--- src/rtl/pipeline_hazard_ctrl_pkg.sv ---
// Shared types and defaults for the xgriscv hazard/stall scheduler.
package pipeline_hazard_ctrl_pkg;

    typedef enum logic [1:0] {
        StRun     = 2'd0,
        StMemWait = 2'd1,
        StError   = 2'd2
    } state_e;

    localparam int unsigned MemTimeoutDefault = 255;
    localparam int unsigned RegIdxW           = 5;

endpackage

--- src/rtl/pipeline_hazard_ctrl_loaduse_detect.sv ---
// Combinational load-use hazard compare between the ID sources and the EX load destination.
module loaduse_detect
    import pipeline_hazard_ctrl_pkg::*;
(
    input  logic [RegIdxW-1:0] rs1D_i,
    input  logic [RegIdxW-1:0] rs2D_i,
    input  logic               use_rs1D_i,
    input  logic               use_rs2D_i,
    input  logic [RegIdxW-1:0] rdE_i,
    input  logic               regwriteE_i,
    input  logic               memtoregE_i,
    output logic               loaduse_o
);

    logic hit_rs1;
    logic hit_rs2;

    assign hit_rs1   = use_rs1D_i && (rs1D_i == rdE_i);
    assign hit_rs2   = use_rs2D_i && (rs2D_i == rdE_i);
    // x0 is never really written, so a load to it cannot create a dependency.
    assign loaduse_o = memtoregE_i && regwriteE_i && (rdE_i != '0) && (hit_rs1 || hit_rs2);

endmodule

--- src/rtl/pipeline_hazard_ctrl.sv ---
// Stall/flush sequencer for the five-stage pipeline: load-use, redirect and slow-memory freeze,
// plus saturating stall/redirect counters and a sticky memory-timeout flag.
module pipeline_hazard_ctrl
    import pipeline_hazard_ctrl_pkg::*;
#(
    parameter int unsigned MEM_TIMEOUT = MemTimeoutDefault,
    parameter int unsigned TW          = 8,
    parameter int unsigned CW          = 16
) (
    input  logic               clk_i,
    input  logic               reset_i,
    input  logic [RegIdxW-1:0] rs1D_i,
    input  logic [RegIdxW-1:0] rs2D_i,
    input  logic               use_rs1D_i,
    input  logic               use_rs2D_i,
    input  logic [RegIdxW-1:0] rdE_i,
    input  logic               regwriteE_i,
    input  logic               memtoregE_i,
    input  logic               pcsrcE_i,
    input  logic               mem_reqM_i,
    input  logic               mem_readyM_i,
    output logic               stallF_o,
    output logic               stallD_o,
    output logic               stallE_o,
    output logic               stallM_o,
    output logic               flushD_o,
    output logic               flushE_o,
    output logic               flushW_o,
    output logic               mem_err_o,
    output logic [CW-1:0]      stall_cnt_o,
    output logic [CW-1:0]      flush_cnt_o
);

    logic          loaduse;
    logic          memhold;
    logic          resolve;
    state_e        state_q, state_d;
    logic [TW-1:0] wait_cnt_q, wait_cnt_d;
    logic          mem_err_q, mem_err_d;
    logic [CW-1:0] stall_cnt_q, stall_cnt_d;
    logic [CW-1:0] flush_cnt_q, flush_cnt_d;

    loaduse_detect u_loaduse_detect (
        .rs1D_i      (rs1D_i),
        .rs2D_i      (rs2D_i),
        .use_rs1D_i  (use_rs1D_i),
        .use_rs2D_i  (use_rs2D_i),
        .rdE_i       (rdE_i),
        .regwriteE_i (regwriteE_i),
        .memtoregE_i (memtoregE_i),
        .loaduse_o   (loaduse)
    );

    assign memhold = mem_reqM_i && !mem_readyM_i;

    always_ff @(posedge clk_i) begin
        if (reset_i) begin
            state_q    <= StRun;
            wait_cnt_q <= '0;
            mem_err_q  <= 1'b0;
        end else begin
            state_q    <= state_d;
            wait_cnt_q <= wait_cnt_d;
            mem_err_q  <= mem_err_d;
        end
    end

    always_comb begin
        state_d    = state_q;
        wait_cnt_d = wait_cnt_q;
        mem_err_d  = mem_err_q;
        unique case (state_q)
            StRun: begin
                if (memhold) begin
                    state_d    = StMemWait;
                    wait_cnt_d = TW'(1);
                end
            end
            StMemWait: begin
                if (mem_readyM_i) begin
                    state_d    = StRun;
                    wait_cnt_d = '0;
                end else if (wait_cnt_q == TW'(MEM_TIMEOUT)) begin
                    state_d   = StError;
                    mem_err_d = 1'b1;
                end else begin
                    wait_cnt_d = wait_cnt_q + 1'b1;
                end
            end
            StError: begin
                mem_err_d = 1'b1;
            end
            default: state_d = StRun;
        endcase
    end

    always_comb begin
        stallF_o = 1'b0;
        stallD_o = 1'b0;
        stallE_o = 1'b0;
        stallM_o = 1'b0;
        flushD_o = 1'b0;
        flushE_o = 1'b0;
        flushW_o = 1'b0;
        // resolve: the pipeline may advance this cycle, so redirect/load-use rules apply.
        unique case (state_q)
            StRun:     resolve = !memhold;
            StMemWait: resolve = mem_readyM_i;
            default:   resolve = 1'b0;
        endcase
        if (!reset_i) begin
            if (!resolve) begin
                stallF_o = 1'b1;
                stallD_o = 1'b1;
                stallE_o = 1'b1;
                stallM_o = 1'b1;
                flushW_o = 1'b1;
            end else if (pcsrcE_i) begin
                flushD_o = 1'b1;
                flushE_o = 1'b1;
            end else if (loaduse) begin
                stallF_o = 1'b1;
                stallD_o = 1'b1;
                flushE_o = 1'b1;
            end
        end
    end

    always_comb begin
        stall_cnt_d = stall_cnt_q;
        flush_cnt_d = flush_cnt_q;
        if (stallF_o && (stall_cnt_q != '1)) begin
            stall_cnt_d = stall_cnt_q + 1'b1;
        end
        if (flushD_o && (flush_cnt_q != '1)) begin
            flush_cnt_d = flush_cnt_q + 1'b1;
        end
    end

    always_ff @(posedge clk_i) begin
        if (reset_i) begin
            stall_cnt_q <= '0;
            flush_cnt_q <= '0;
        end else begin
            stall_cnt_q <= stall_cnt_d;
            flush_cnt_q <= flush_cnt_d;
        end
    end

    assign mem_err_o   = mem_err_q;
    assign stall_cnt_o = stall_cnt_q;
    assign flush_cnt_o = flush_cnt_q;

endmodule

--- config.mk ---
export PLATFORM = sky130hd
export DESIGN_NAME = pipeline_hazard_ctrl
export DESIGN_NICKNAME = d
export VERILOG_FILES = /design/src/rtl/pipeline_hazard_ctrl_pkg.sv /design/src/rtl/pipeline_hazard_ctrl_loaduse_detect.sv /design/src/rtl/pipeline_hazard_ctrl.sv
export SDC_FILE = /design/constraint.sdc
export NUM_CORES = 1
export LEC_CHECK = 0
export ABC_AREA = 1
export CAP_MARGIN = 20
export CELL_PAD_IN_SITES_DETAIL_PLACEMENT = 0
export CELL_PAD_IN_SITES_GLOBAL_PLACEMENT = 2
export CORE_MARGIN = 2
export CORE_UTILIZATION = 26
export DETAILED_ROUTE_END_ITERATION = 7
export HOLD_SLACK_MARGIN = 0.12
export PLACE_DENSITY = 0.91
export SETUP_SLACK_MARGIN = 0.05
export SLEW_MARGIN = 10
export SYNTH_ARGS = -nofsm -noshare
export SYNTH_HDL_FRONTEND = slang
export SYNTH_SLANG_ARGS = --single-unit
export TNS_END_PERCENT = 50
--- constraint.sdc ---
create_clock -name clk_i -period 2.05 [get_ports clk_i]
set_input_delay 0.41 -clock clk_i [delete_from_list [all_inputs] [get_ports clk_i]]
set_output_delay 0.41 -clock clk_i [all_outputs]
set_load 0.01 [all_outputs]
==> run summary, run 1 <==
The share of the yosys chip area belonging to registers came out at 0.3325. The largest area contributor in the netlist is sky130_fd_sc_hd__dfxtp_1. The Yosys step of the flow raised 0 warnings. The setup slack of the worst register-to-register path came out at 280 ps. Counting instances, the worst hold path has a depth of 3. The wire length of the first global-routing pass came out at 11.30 mm. In this run the worst hold path is classified as primary input to flop.

By area the synthesized netlist is led by sky130_fd_sc_hd__dfxtp_1 (33%), sky130_fd_sc_hd__nand2_1 (14%), sky130_fd_sc_hd__nand3_1 (7.7%). The count of nets left with antenna violations once routing finished came out at 0. The normalized max-slew margin is 0.7762.

At the worst endpoint, the required time is 1640 ps. Synthesis handed over a netlist of 402 instances. The post-layout worst setup margin is 133.1 ps. Summing internal, switching and leakage power gives 1.686 mW. The row count is 36. Counting every net in the synthesized netlist gives 429. Before antenna repair, the detailed router went through 4 iterations. Across every metal layer, demand over resource in global routing totals 0.1244. The number of buffers created by CTS is 5.

The total count of max-transition violations in the final report came out at 0. The count of flip-flops with a built-in enable after synthesis came out at 0. The worst setup path is captured at an output port. The smallest hold slack came out at 438.5 ps. The number of fillers in the final layout came out at 1,070.

The flow ran to the end, and the final reports show no timing, DRC or antenna violations. The DRC marker count from the first detailed-route iteration is 105. The most used flip-flop cell after synthesis is sky130_fd_sc_hd__dfxtp_1. IR analysis of the VDD net gives a maximum drop of 0.0003292 V.

After global routing, the most crowded layer is met2. The initial antenna violation count was 0. The count of distinct cell types in the synthesized netlist is 30. The number of vias after detailed routing came out at 2,698.

The global route total overflow is 0. The met3 routing resource usage after global routing came out at 0.02203. Of the available clock period, the critical path in the final layout requires 0.9351. The final layout contains routed wiring with a total length of 6.812 mm. The number of H-tree branching levels is 2. The count of max-cap constraint violations is 0.

The path depth of the worst reg2reg path came out at 9. TritonCTS built the clock tree. Summing all placed instances gives a cell area of 0.003431 mm². The number of design rule violations left after detail routing came out at 0. In this run the power density over the cells is 476.3 mW/mm². The number of buffers on the longest clock path is 2.

The critical path is of the primary input to output port type. OpenSTA, run right after detailed placement, puts the worst setup slack at -490.2 ps. The reg-to-reg endpoint is stall_cnt_o[2]$_SDFFE_PP0P_. The final setup skew is 5.788 ps. For met2 alone, demand over resource in global routing was 0.2133. The share of flip-flops with an asynchronous set or reset came out at 0. Of the post-synthesis cell area, the dominant cell type holds 0.3325. The mean routed wirelength per cell is 11.15 µm. In this run the most critical hold path is launched from mem_reqM_i. The area of the mapped netlist is 0.002589 mm². The transition time at the pin with the least slew margin is 333.1 ps. The die is 103.8 µm tall.

The cell with the most instances after synthesis is sky130_fd_sc_hd__nand2_1. The final count of hold timing violations is 0. Of all nets on the critical path, the largest fanout is 2. The via count of the first global-routing pass came out at 2,479. The area growth from synthesis to layout came out at 36.73%. Setup repair after global routing could not meet its margin everywhere. The delay of the slowest cell on the worst path is 420 ps. The later-pin clock latency in the skew report is 290 ps. During placement, the flow inserted port buffers numbering 63.

The met1 track utilization from global routing is 0.1624. The timing-limited maximum frequency came out at 521.7 MHz. The hold path endpoint is state_q[0]$_SDFFE_PP0P_. The signal on the critical path passes through clkdlybuf4s50_1 > nand2_1 > nand2_1 > nor2_1 > nand3_1 > nand2_2 > a21oi_1 > nor2_1 > buf_2. The final layout contains 504 nets. With fillers left out, the area of the finished cells amounts to 0.003540 mm².

The die width came out at 103.8 µm. Of the cells placed in the final design, the portion with a size suffix greater than 1 is 0.1046. The startpoint identified for the worst register-to-register timing path is stall_cnt_o[0]$_SDFFE_PP0P_. The final estimated routing congestion in global placement came out at 0.7923. The time the final worst path needs with I/O delays and setup came out at 1917 ps. In this run, synthesis produced a sequential element count of 43.

The synthesized area per cell came out at 6.440 µm². CTS placed an instance of sky130_fd_sc_hd__clkbuf_8 at the clock tree root. Counting every sink on the clock net gives 43. The leakage power figure came out at 1.415 nW.

The floorplan step defined a die boundary enclosing 0.01077 mm². The count of endpoints failing setup in the final report came out at 0. In the routed layout, each cell is associated on average with a via count of 4.416. 64 I/O pins were placed. The effective utilization at floorplan came out at 0.2661. The data arrival at the endpoint of the critical path is 1510 ps. The cell with the largest stage delay on the worst path is sky130_fd_sc_hd__clkdlybuf4s50_1.

The pin count of the biggest net entering global routing came out at 22. Counting instances in the post-synthesis netlist gives the leading cell types as sky130_fd_sc_hd__nand2_1 (99), sky130_fd_sc_hd__inv_1 (51), sky130_fd_sc_hd__nor2_1 (47). 0 antenna diodes ended up in the layout. The CTS clock-pin slew for the worst setup and hold paths came out at 80 ps.

The area of the core came out at 0.009729 mm². The final sum of negative setup slack came out at 0 ps. The detailed placer's ending HPWL is 5.248 mm. STA classifies the critical path startpoint as a primary input.
## critical path, delay by kind of cell
| family | cells | cell delay, ps |
|---|---|---|
| AOI/OAI and AO/OA | 1 | 60 |
| and+or+nand+nor | 6 | 470 |
| buffers and inverters | 2 | 570 |
## state kept, by name, summed over array words and instances, names as in the netlist
register     count
flush_cnt_o     16
mem_err_o        1
stall_cnt_o     16
state_q          2
wait_cnt_q       8
## metal layers
metal	part of all wire	vias to the layer above
li1	-	1439
met1	0.48	1213
met2	0.49	42
met3	0.030	4
met4	0.0051	0
met5	0	-
## placed cells by master, fill, tap and decap left out, types with 7 or more instances in the layout
master | synthesis | routed
sky130_fd_sc_hd__a21oi_1 | 38 | 38
sky130_fd_sc_hd__buf_4 | 6 | 17
sky130_fd_sc_hd__clkbuf_8 | 0 | 7
sky130_fd_sc_hd__clkdlybuf4s50_1 | 0 | 41
sky130_fd_sc_hd__dfxtp_1 | 43 | 43
sky130_fd_sc_hd__dlygate4sd2_1 | 0 | 14
sky130_fd_sc_hd__inv_1 | 51 | 49
sky130_fd_sc_hd__nand2_1 | 99 | 98
sky130_fd_sc_hd__nand3_1 | 40 | 38
sky130_fd_sc_hd__nand4_1 | 9 | 9
sky130_fd_sc_hd__nor2_1 | 47 | 46
sky130_fd_sc_hd__nor3_1 | 20 | 20
sky130_fd_sc_hd__o21ai_0 | 7 | 7
sky130_fd_sc_hd__xor2_1 | 12 | 12
## how the worst max path moves through the flow
stage / from / endpoint / cells past startpoint
after detailed placement: rdE_i[0] / stallD_o / 10
after global routing: rs2D_i[2] / flushE_o / 8
final: rs1D_i[3] / flushE_o / 9
after CTS: mem_reqM_i / flushW_o / 7
after global placement: rdE_i[0] / stallD_o / 10
after floorplan: mem_readyM_i / stallF_o / 9
## kinds of logic after synthesis
family | count (synthesis) | share of synthesized area
fa+ha+maj | 3 | 0.01450
flops | 43 | 0.3325
compound gates | 50 | 0.1015
simple gates | 224 | 0.3838
xor+xnor | 16 | 0.05413
buf+inv | 66 | 0.1136
## area by class of cell
| cell class | instances | area [µm²] | share of cell area |
|---|---|---|---|
| clock buffer | 8 | 100.1 | 0.02828 |
| inverter | 53 | 198.9 | 0.05620 |
| multi-input combinational | 293 | 1454 | 0.4107 |
| sequential | 43 | 860.8 | 0.2432 |
| tap | 133 | 166.4 | 0.04701 |
| timing repair buffer | 81 | 759.5 | 0.2146 |
## power by group
part	internal, mW	total [mW]	switching, mW
registers	0.844	0.855	0.0107
clock network	0.308	0.594	0.286
logic	0.111	0.237	0.127
total	1.26	1.69	0.423
## stage by stage
stage / std cells / utilization
5_1_grt: 611 / 0.3638
3_3_place_gp: 602 / 0.3526
6_report: 611 / 0.3638
2_1_floorplan: 402 / -
3_5_place_dp: 602 / 0.3526
4_1_cts: 611 / 0.3629
## timing repair
action,in CTS,in global routing
hold buffers,0,0
setup endpoints to repair,7,7
buffers inserted,1,0
resized for setup,44,5
pin swaps,5,3
gates cloned,0,0
(Power assumes the default switching activity.)
==> inputs of run 2 (changes only) <==
- CAP_MARGIN: 20 -> not set
==> results of run 2 <==
No change in the layout: final DEF, timing and power equal those of run 1.
==> inputs of run 3 (changes only) <==
- ABC_CLOCK_PERIOD_IN_PS: not set -> 2050
==> results of run 3 <==
No change in the layout: final DEF, timing and power equal those of run 1.
==> edit 1 (settings of run 2) <==
Re-encode `state_e` (3 states) as one-hot, 3 bits wide.
--- a/src/rtl/pipeline_hazard_ctrl_pkg.sv
+++ b/src/rtl/pipeline_hazard_ctrl_pkg.sv
@@ -2,8 +2,8 @@
 package pipeline_hazard_ctrl_pkg;
 
-    typedef enum logic [1:0] {
-        StRun     = 2'd0,
-        StMemWait = 2'd1,
-        StError   = 2'd2
+    typedef enum logic [2:0] {
+        StRun     = 3'b001,
+        StMemWait = 3'b010,
+        StError   = 3'b100
     } state_e;
 
Formal check against the unedited RTL: no difference found for any inputs over 10 cycles, from zero or initial values and one cycle with reset_i high; not proved beyond that.
==> edit 1 against run 2 <==
- die area grew 4.0%
- global-route usage up 1.3 points
- routed wire length grew 8.3%
- register-to-register slack better by 0.02 ns
- final area rose by 7.5%
- clock skew up 0.0076 ns
- sequential cell count increased by 1
- non-clock buffer count grew 19
- synthesized area grew 4.2%
- first-iteration DRC count fell by 31%
- worst setup slack got worse by 0.011 ns
- critical path type unchanged
- largest cell class unchanged
- highest routed layer unchanged
Power is not compared: it rests on default switching activity, and its combinational part moved more than twofold at a synthesized area within 25%.
==> edit 1: results (changes against run 2) <==
| Metric | Value |
|---|---|
| Worst setup path end | stallM_o (was flushE_o) |
| Cells after DPL | 640 (was 602) |
| Register-to-Register Path Depth | 10 (was 9) |
| Sequential area share after synthesis | 32.7% (was 33.3%) |
| Hold_sp | wait_cnt_q[4] (was mem_reqM_i) |
| R2R Setup Slk | 0.30 ns (was 0.28 ns) |
| Syn nets | 447 (was 429) |
| Routed wire per std cell | 11.3 µm (was 11.1 µm) |
| Top cells by count, synth | 113 x nand2_1, 54 x inv_1, 49 x nor2_1, 44 x dfxtp_1, 40 x nand3_1 (was 99 x nand2_1, 51 x inv_1, 47 x nor2_1, 43 x dfxtp_1, 40 x nand3_1) |
| Vias in the first global route | 2741 (was 2479) |
| DRT iter0 DRCs | 72 (was 105) |
| Unique masters post-synth | 28 (was 30) |
| Crit-path max FO | 3 (was 2) |
| Crit Reg-Reg Endpoint | flush_cnt_o[13] (was stall_cnt_o[2]) |
| Synth Area in XOR/XNOR | 7.79% (was 5.41%) |
| Met3 wire length | 314 µm (was 202 µm) |
| Hold Path Sink | wait_cnt_q[4] (was state_q[0]) |
| Outcome | complete, no violations (unchanged) |
| Area after DPL | 3680 µm² (was 3430 µm²) |
| Compound-Gate Fraction of Synth Area | 9.97% (was 10.1%) |
| Detail Route met2 WL | 3320 µm (about the same) |
| Hold crit path type | flip-flop to flip-flop (was input pin to flip-flop) |
| Post-DP HPWL | 5630 µm (was 5250 µm) |
| Final net count | 540 (was 504) |
| Synth Area per Inst | 6.42 µm² (was 6.44 µm²) |
| Fillers | 1124 (was 1070) |
| Reg2reg start | flush_cnt_o[1] (was stall_cnt_o[0]) |
| Max Clock Freq | 519 MHz (was 522 MHz) |
| CP startpoint | mem_reqM_i (was rs1D_i[3]) |
| All-Layer GR Usage | 13.7% (was 12.4%) |
| Post-Synth Adder-Cell Area | 1.39% (was 1.45%) |
| Pre-CTS setup slack | -0.620 ns (was -0.490 ns) |
| Routed vias/inst | 4.35 (was 4.42) |
-- edit 1: cell types whose count changed in the layout (fill, tap and decap cells not counted), moves of 3 or more --
cell | before | now
nand2_1 | 98 | 109
nand4_1 | 9 | 5
xnor2_1 | 4 | 7
clkdlybuf4s15_2 | 3 | 0
buf_4 | 17 | 37
xor2_1 | 12 | 17
nor3_1 | 20 | 12
-- edit 1: layout make-up --
type / instances / area (µm²) / share of cell area, %
Multi-Input combinational cell: 307 / 1560 / 41.1
Timing Repair Buffer: 100 / 890 / 23.4
Tap cell: 136 / 170 / 4.47
Clock buffer: 8 / 90.1 / 2.37
Sequential cell: 44 / 882 / 23.2
Inverter: 55 / 209 / 5.49
-- edit 1: layer usage --
| layer | up-vias | track usage [%] |
|---|---|---|
| met3 | 5 | 2.60 |
| met2 | 52 | 22.4 |
| met5 | - | 0 |
| met4 | 0 | 3.20 |
| li1 | 1519 | - |
| met1 | 1250 | 18.8 |
==> edit 2 (settings of run 2) <==
Without the edit above. The parameter `CW` goes from 16 to 17.
--- a/src/rtl/pipeline_hazard_ctrl.sv
+++ b/src/rtl/pipeline_hazard_ctrl.sv
@@ -6,5 +6,5 @@
     parameter int unsigned MEM_TIMEOUT = MemTimeoutDefault,
     parameter int unsigned TW          = 8,
-    parameter int unsigned CW          = 16
+    parameter int unsigned CW          = 17
 ) (
     input  logic               clk_i,
Interface: changed (resized flush_cnt_o and stall_cnt_o); port bits go from 64 to 66. The function was not compared with the original's and may differ.
==> edit 2 against run 2 <==
- routed wire length rose by 11%
- power rose by 10%
- fmax fell by 2.6%
- global-route usage rose by 1.4 points
- synthesized area rose by 5.0%
- worst setup slack got worse by 0.050 ns
- largest power group unchanged
- final area rose by 13%
- sequential cell count rose by 2
==> edit 2: results (changes against run 2) <==
| Metric | Value |
|---|---|
| Area after DPL | 3790 µm² (was 3430 µm²) |
| Hold Path Sink | wait_cnt_q[4] (was state_q[0]) |
| Cells after DPL | 649 (was 602) |
| Outcome | complete, no violations (unchanged) |
| Pre-CTS setup slack | -0.599 ns (was -0.490 ns) |
| Worst-margin pin slew | 0.493 ns (was 0.333 ns) |
| Cell count after synthesis | 420 (was 402) |
| Hold Slack | 0.453 ns (was 0.439 ns) |
| All-Layer GR Usage | 13.8% (was 12.4%) |
| Register-to-Register Path Depth | 10 (was 9) |
| DRT iter0 DRCs | 73 (was 105) |
| CP Data Arrival Time | 1.56 ns (was 1.51 ns) |
| Unique masters post-synth | 33 (was 30) |
| Final GP Congestion | 0.805 (was 0.792) |
| Top cells by count, synth | 120 x nand2_1, 52 x nor2_1, 47 x inv_1, 45 x dfxtp_1, 38 x nand3_1 (was 99 x nand2_1, 51 x inv_1, 47 x nor2_1, 43 x dfxtp_1, 40 x nand3_1) |
| First-pass GRT wire length | 12800 µm (was 11300 µm) |
| Sequential area share after synthesis | 33.1% (was 33.3%) |
| Syn nets | 449 (was 429) |
| R2R Setup Slk | 0.22 ns (was 0.28 ns) |
| Routed wire per std cell | 11.5 µm (was 11.1 µm) |
| Wirelength, routed | 7580 µm (was 6810 µm) |
| Comb pwr | 263 µW (was 237 µW) |
| Hold Path Depth | 2 (was 3) |
| Hold_sp | wait_cnt_q[4] (was mem_reqM_i) |
| Part of the power in registers | 48.1% (was 50.7%) |
| Leakage power | 0.00165 µW (was 0.00142 µW) |
| Crit-path max FO | 10 (was 2) |
| Crit Reg-Reg Endpoint | stall_cnt_o[6] (was stall_cnt_o[2]) |
| Port buffer count | 65 (was 63) |
| Worst clock skew | 0.0112 ns (was 0.00579 ns) |
| Worst skew pair latency | 0.31 ns (was 0.29 ns) |
| Max rail drop VDD | 247 µV (was 329 µV) |
| Vias in the first global route | 2763 (was 2479) |
| Synth Area in XOR/XNOR | 6.76% (was 5.41%) |
| Compound-Gate Fraction of Synth Area | 8.38% (was 10.1%) |
| Post-Synth Adder-Cell Area | 2.30% (was 1.45%) |
| Hold crit path type | flip-flop to flip-flop (was input pin to flip-flop) |
| Sw Ratio | 26.0% (was 25.1%) |
| Largest net degree at the start of global routing | 25 (was 22) |
==> edit 2: area by class of cell <==
| type | instances | area (µm²) | area share [%] |
|---|---|---|---|
| Timing Repair Buffer | 110 | 1010 | 25.2 |
| Clock buffer | 5 | 68.8 | 1.72 |
| Sequential cell | 45 | 903 | 22.6 |
| Multi-Input combinational cell | 310 | 1600 | 40.1 |
| Tap cell | 136 | 170 | 4.25 |
| Inverter | 52 | 200 | 5.00 |
| Clock inverter | 3 | 46.3 | 1.16 |
==> edit 2: worst max path at each step <==
stage | slack, ns | cells after the start | startpoint | to
global route | 0.04 | 4 | reset_i | flushD_o
CTS | 0.06 | 8 | use_rs1D_i | flushE_o
finish | 0.08 | 4 | reset_i | flushD_o
detailed placement | -0.60 | 11 | rdE_i[0] | stallF_o
floorplan | 0.05 | 11 | stall_cnt_o[1] | stall_cnt_o[0]
global placement | -0.58 | 11 | rdE_i[0] | stallF_o
==> edit 2: cell families after synthesis <==
group / after synthesis
simple gates: 243
buf+inv: 65
flops: 45
compound gates: 41
xor+xnor: 21
fa+ha+maj: 5
==> edit 2: through the flow <==
step                      total power [µW]  utilization [%]
after floorplan                       1030                -
after global placement                1170             37.0
after detailed placement              1170             37.0
after CTS                             1870             38.4
after global routing                  1950             39.1
final                                 1860             39.1
==> edit 2: timing repair <==
item                       in CTS  in global routing
gates resized for setup        53                 20
setup endpoints to repair       9                 19
pin swaps                      10                 13
setup buffers                   3                  1
==> edit 2: per-layer routing <==
layer	track usage (%)	part of all wire, %
met5	0	0
met4	4.14	1.2
met3	2.33	3.7
met2	23.6	47
met1	17.8	48
==> edit 2: critical path, cell delays in order <==
cell and delay (ns):
clkdlybuf4s50_1 0.47, buf_4 0.22, nor3_4 0.20, clkdlybuf4s15_2 0.26
